File: config.mk
export PLATFORM = sky130hd
export DESIGN_NAME = core_tick_scheduler
export DESIGN_NICKNAME = d
export VERILOG_FILES = /design/src/rtl/core_tick_scheduler.sv
export SDC_FILE = /design/constraint.sdc
export NUM_CORES = 1
export LEC_CHECK = 0
export ABC_CLOCK_PERIOD_IN_PS = 6160
export CAP_MARGIN = 20
export CORE_MARGIN = 2
export CORE_UTILIZATION = 51
export DETAILED_ROUTE_END_ITERATION = 7
export GPL_ROUTABILITY_DRIVEN = 0
export PLACE_DENSITY = 0.93
export RECOVER_POWER = 50
export SLEW_MARGIN = 20
export SYNTH_ARGS = -nofsm -noshare
export SYNTH_HDL_FRONTEND = slang
export SYNTH_SLANG_ARGS = --single-unit
File: constraint.sdc
create_clock -name clk -period 6.16 [get_ports clk]
set_clock_uncertainty 0.15 [all_clocks]
set_input_delay 0.616 -clock clk [delete_from_list [all_inputs] [get_ports clk]]
set_output_delay 0.616 -clock clk [all_outputs]
set_load 0.01 [all_outputs]
File: src/rtl/core_tick_scheduler.sv
// core_tick_scheduler: per-core timestep sequencer (swap -> drain -> leak sweep -> done); ports: clk/rst, tick_in, decoder_empty/controller_idle in, core_enable/decoder_swap out, leak_valid/leak_addr/leak_ready handshake, tick_done/busy/tick_count/tick_overrun status
module core_tick_scheduler #(
  parameter int NUM_NEURONS  = 256,
  parameter int DRAIN_SETTLE = 2,
  parameter int TICK_WIDTH   = 16,
  localparam int AW = (NUM_NEURONS > 1) ? $clog2(NUM_NEURONS) : 1
) (
  input  logic                  clk,
  input  logic                  rst,
  input  logic                  tick_in,
  input  logic                  decoder_empty,
  input  logic                  controller_idle,
  output logic                  core_enable,
  output logic                  decoder_swap,
  output logic                  leak_valid,
  output logic [AW-1:0]         leak_addr,
  input  logic                  leak_ready,
  output logic                  tick_done,
  output logic                  busy,
  output logic [TICK_WIDTH-1:0] tick_count,
  output logic                  tick_overrun
);
  localparam int QW = $clog2(DRAIN_SETTLE + 1);
  typedef enum logic [2:0] {IDLE, SWAP, DRAIN, LEAK, DONE} state_t;
  state_t state, state_n;
  logic [QW-1:0] quiet_cnt;
  logic quiet, drained, accept, leak_last;
  logic core_enable_n, decoder_swap_n, leak_valid_n, tick_done_n, busy_n;
  assign quiet     = decoder_empty && controller_idle;
  assign drained   = quiet && (quiet_cnt + QW'(1) == QW'(DRAIN_SETTLE));
  assign accept    = leak_valid && leak_ready;
  assign leak_last = leak_addr == AW'(NUM_NEURONS - 1);
  always_ff @(posedge clk) begin
    if (rst) begin
      state        <= IDLE;
      core_enable  <= 1'b0;
      decoder_swap <= 1'b0;
      leak_valid   <= 1'b0;
      tick_done    <= 1'b0;
      busy         <= 1'b0;
      quiet_cnt    <= '0;
      leak_addr    <= '0;
      tick_count   <= '0;
      tick_overrun <= 1'b0;
    end else begin
      state        <= state_n;
      core_enable  <= core_enable_n;
      decoder_swap <= decoder_swap_n;
      leak_valid   <= leak_valid_n;
      tick_done    <= tick_done_n;
      busy         <= busy_n;
      quiet_cnt    <= (state == DRAIN && quiet && !drained) ? quiet_cnt + QW'(1) : '0;
      leak_addr    <= (state != LEAK) ? '0 : leak_addr + AW'(accept && !leak_last);
      tick_count   <= tick_count + TICK_WIDTH'(state == IDLE && tick_in);
      tick_overrun <= tick_overrun | (state != IDLE && tick_in);
    end
  end
  always_comb begin
    state_n = state;
    case (state)
      IDLE:    state_n = tick_in ? SWAP : IDLE;
      SWAP:    state_n = DRAIN;
      DRAIN:   state_n = drained ? LEAK : DRAIN;
      LEAK:    state_n = (accept && leak_last) ? DONE : LEAK;
      DONE:    state_n = IDLE;
      default: state_n = IDLE;
    endcase
  end
  // outputs are decoded from the next state so each strobe is a flop aligned with its state
  always_comb begin
    core_enable_n  = state_n == DRAIN;
    decoder_swap_n = state_n == SWAP;
    leak_valid_n   = state_n == LEAK;
    tick_done_n    = state_n == DONE;
    busy_n         = state_n != IDLE;
  end
endmodule

# Word level (Yosys, flattened, before mapping)
# Index checks and enable logic that the tools add are counted.
# Widths: inputs -> output; s select.
dict set report totals {
  regBits 35
  latchBits 0
  mem_bits_rw 0
  mem_bits_ro 0
  inputBits 6
  out_inout_bits 30
  n_memories 0
}
dict set report classes {
  add_sub_neg 3
  n_mul 0
  n_div 0
  order_cmp 0
  n_eq_ne 10
  shifts 0
  n_mux 4
  bitwise_logic 2
  reduce_logical 16
}
# op n
set op_table {}
lappend op_table {{$add 16x1->16} 1}
lappend op_table {{$eq 3x2->1 const B} 4}
lappend op_table {{$pmux 3 s4} 1}
lappend op_table {{$logic_and 1x1->1} 9}
lappend op_table {{$add 8x1->8} 1}
lappend op_table {{$eq 8x8->1 const B} 1}
lappend op_table {{$eq 3x1->1 const B} 2}
lappend op_table {{$reduce_bool 3->1} 2}
lappend op_table {{$reduce_or 2->1} 2}
lappend op_table {{$eq 3x3->1 const B} 1}
lappend op_table {{$logic_not 3->1} 1}
lappend op_table {{$mux 3} 1}
lappend op_table {{$ne 3x2->1 const B} 1}
lappend op_table {{$add 2x1->2 const B} 1}
lappend op_table {{$eq 2x2->1 const B} 1}
lappend op_table {{$logic_not 1->1} 2}
lappend op_table {{$mux 1} 2}
lappend op_table {{$not 1->1} 1}
lappend op_table {{$or 1x1->1} 1}

# Depth between registers and ports, before layout
dict set report logic_depth {
  word_depth 7
  mapped_depth 9
  depth_no_buf 9
}

# Worst setup path after synthesis
# No wires, ideal clock.
dict set report synth_path {
  kind {input to register}
  startpoint {in tick_in}
  endpoint {reg tick_count[14]}
  setup_ns 0.128
  t_arrival_ns 1.976
  t_required_ns 5.882
  slack_ns 3.906
  stages 7
  path_cell_list {nor4b_2 ha_1 ha_1 nand4_1 nor4_1 xnor2_1 nor2_1}
}
dict set report synth_via {
  elab_chain_len 2
}
# item line
set synth_rtl {}
lappend synth_rtl {{from (decl)} 10} ;# input logic tick_in,
lappend synth_rtl {{$logic_and 1x1->1} 54} ;# tick_count <= tick_count + TICK_WIDTH'(state == IDLE && tick_in);
lappend synth_rtl {{$add 16x1->16} 54}
lappend synth_rtl {{to (signal assigned)} 54}
lappend synth_rtl {{to (decl)} 20} ;# output logic [TICK_WIDTH-1:0] tick_count,
# Every way passes these cells.
# A chain may end at the register's enable or synchronous reset.

# Final worst setup path
# Ends and elaborated chain as after synthesis.

==> flow_results.org <==
** Critical path
- Tracing the worst setup path back leads to its startpoint at tick_in.
- Critical R2R Launch :: state[1]
- Worst Setup Start Kind :: input port
- Required time of the critical path :: 6.21 ns
- Data on the critical path arrives at its endpoint at 2.94 ns.
- The worst setup path is captured at a register.
- Of all nets on the critical path, the largest fanout is 6.
- The setup path with the least slack is of type input port to register.

** Clock tree
- In this run, CTS created clock tree buffers numbering 5.
- The cell sitting at the root of the clock tree is a sky130_fd_sc_hd__clkbuf_4.
- TritonCTS built the clock tree.
- Bufs on Longest Clock Path :: 2
- Resize count post-CTS :: 0
- Insertion delay of the later-clocked pin in the worst-skew pair :: 0.33 ns
- Sinks on Clock Net :: 35
- Quantity of hold-fixing buffers added after cts :: 0
- Clock slew at the register clock pins of the worst setup and hold paths :: 0.09 ns
- The H-tree was split into 2 levels.
- Post-CTS setup repair buffer count :: 0

** GRT
- Number of antenna violations at the first check in global routing :: 0
- GRT Util Overall :: 0.203
- Vias in the first global route :: 1188
- Gr ovfl total :: 0
- Wire length of the first global-routing pass :: 5100 um
- Maximum number of pins on one net before global-route repair :: 22

** Power
- The worst-case IR drop observed on VDD is 203 uV.
- Dividing total power by cell area gives a power density of 202 nW/um^2.
- In this run the static leakage power is 0.701 nW.

** Timing
- Across all setup checks in the final design, the least slack found is 3.27 ns.
- Count of final setup violators :: 0
- Final Hold Viols :: 0
- The max-slew violation count is 0.
- Summed over all failing endpoints, the final setup total negative slack is 0 ns.
- Slew margin rel. :: 0.498
- Timing would allow up to 347 MHz.
- Setup repair after global routing left no endpoint under its margin.
- Dividing the final minimum period by the clock period gives 0.468.
- Worst Max-Slew Pin Slew :: 0.750 ns
- Final critical path time including I/O delays and setup :: 2.89 ns

** Synthesis
- The share of the Yosys chip area taken by registers is 0.487.
- In this run, distinct cell masters in the synthesized netlist total 30.
- Most used flip-flop cell after synthesis :: sky130_fd_sc_hd__dfxtp_1
- In this run the cell area of the synthesized design comes to 1440 sq um.
- A synthesized cell averages 9.10 sq um.
- Top cell type by total area after synthesis :: sky130_fd_sc_hd__dfxtp_1
- Flop and latch count out of synthesis :: 35
- Proportion of synthesized flip-flops having asynchronous set or reset :: 0
- For this run, the number of Yosys warnings is 0.
- By area the synthesized netlist is led by sky130_fd_sc_hd__dfxtp_1 (49%), sky130_fd_sc_hd__nor2_1 (6.8%), sky130_fd_sc_hd__xnor2_1 (4.9%), sky130_fd_sc_hd__ha_1 (4.4%), sky130_fd_sc_hd__xor2_1 (4.3%).
- When the netlist entered floorplanning its net count stood at 169.
- Of the post-synthesis cell area, the dominant cell type holds 0.487.
- Counting flops with a built-in enable in the synthesized netlist gives 0.
- Counting every instance in the synthesized netlist gives 158.

** Place
- Once placement finished, the instance area stood at 1810 sq um.
- Once detailed placement completed, the half-perimeter wirelength came to 2200 um.
- OpenSTA, run right after detailed placement, puts the worst setup slack at 3.15 ns.
- Buffers on Ports :: 35

** Run
- Across the run, the number of max-cap violations was 0.

** Floorplan
- Total Die Area :: 3260 sq um
- The die is 57.1 um tall.
- In this run the count of I/O pins placed on the die edge is 36.
- Standard-cell row count :: 19
- Starting density of the core :: 0.530
- Die Span X :: 57.1 um
- The core region is 2710 sq um.

** Finish
- Highest-count cells in the layout ignoring fill and taps :: sky130_fd_sc_hd__dfxtp_1 (35), sky130_fd_sc_hd__nor2_1 (26), sky130_fd_sc_hd__dlygate4sd3_1 (24)
- Layout cell share with drive strength beyond 1 :: 0.0464
- Final core occ :: 0.680
- Final Instance Area :: 1840 sq um
- Leading cell type in the layout, fill and taps excluded :: sky130_fd_sc_hd__dfxtp_1
- The repair_antennas step left the layout with diodes totalling 0.
- Area growth, synth to finish :: 28.1%
- The final layout contains 206 nets.

** Detailed routing
- In the routed layout, each cell is associated on average with a via count of 5.49.
- DRT Pass-1 Iters :: 4
- Number of nets with antenna violations after routing :: 0
- For this block, the via count after detailed routing is 1235.
- Number of DRC violations after detailed routing :: 0
- Wire length per cell :: 13.5 um
- After detailed routing, the total wire length is 3040 um.
- The detailed router finished its first iteration with 32 violations.

** Worst hold path
- Hold path start :: quiet_cnt[0]
- The path class of the tightest hold or removal check is register to register.

** Outcome
- Run status :: completed
==> through the flow <==
stage	instances	power (mW)	hold slack (ns)
final	225	0.372	0.274
after global routing	225	0.389	0.319
after CTS	225	0.378	0.280
after detailed placement	219	0.270	0.267
after global placement	219	0.268	0.256
after floorplan	158	0.256	0.248
==> metal layers <==
metal,track usage,up-vias,wire (um)
li1,-,620,-
met1,0.217,576,1300
met2,0.358,33,1530
met3,0.0771,6,156
met4,0.0831,0,46
met5,0,-,0
==> worst max-delay path, cell delays in order <==
cell and delay (ns):
sky130_fd_sc_hd__dlygate4sd3_1 0.57, sky130_fd_sc_hd__nor4b_1 0.40, sky130_fd_sc_hd__ha_1 0.30, sky130_fd_sc_hd__ha_1 0.22, sky130_fd_sc_hd__nand4_1 0.20, sky130_fd_sc_hd__nor4_1 0.41
sky130_fd_sc_hd__xnor2_1 0.16, sky130_fd_sc_hd__nor2_1 0.05
==> cell families after synthesis <==
| group | Yosys count | synth area share |
|---|---|---|
| and+or+nand+nor | 74 | 0.276 |
| DFF | 35 | 0.487 |
| AOI/OAI and AO/OA | 19 | 0.0748 |
| xor gates and xnor gates | 15 | 0.0914 |
| buffers and inverters | 10 | 0.0270 |
| adders and majority gates | 5 | 0.0435 |
==> cell type report <==
cell class / count / area (sq um)
inverters: 5 / 18.8
repair buffers: 35 / 350
flip-flops and latches: 35 / 701
clock buffers: 6 / 41.3
well taps: 31 / 38.8
fillers: 227 / 868
multi-input cells: 113 / 692
==> worst paths after layout <==
kind,endpoint,slack (ns),depth (start not counted)
max reg2reg,tick_count[14],3.65,7
max,tick_count[14],3.27,8
min reg2reg,quiet_cnt[0],0.27,1
min,quiet_cnt[0],0.27,1
==> where the power goes <==
| group | internal, mW | switching (mW) | leakage (nW) |
|---|---|---|---|
| logic | 0.0139 | 0.0125 | 0.394 |
| registers | 0.231 | 0.00507 | 0.283 |
| clock network | 0.0405 | 0.0682 | 0.0242 |
| total | 0.286 | 0.0858 | 0.701 |
==> sequential cells by signal, summed over array words and instances (netlist names) <==
name and cells:
tick_count 16, leak_addr 8, state 3, quiet_cnt 2, busy 1, core_enable 1, decoder_swap 1, leak_valid 1
tick_done 1, tick_overrun 1
==> cell usage after synthesis (all sizes together), types with 2 or more instances <==
cell and count:
a21oi 7, xor2 7, nand2 8, xnor2 8
buf 2, nor2 26, o31ai 2, dfxtp 35
or4 2, o21ai 6, a31oi 2, inv 5
nand4 5, clkbuf 3, or3 6, and3 2
nor4 2, ha 5, nor3 5, nor2b 4
nand3 11
Note: power is estimated with default switching activity, not from simulation.
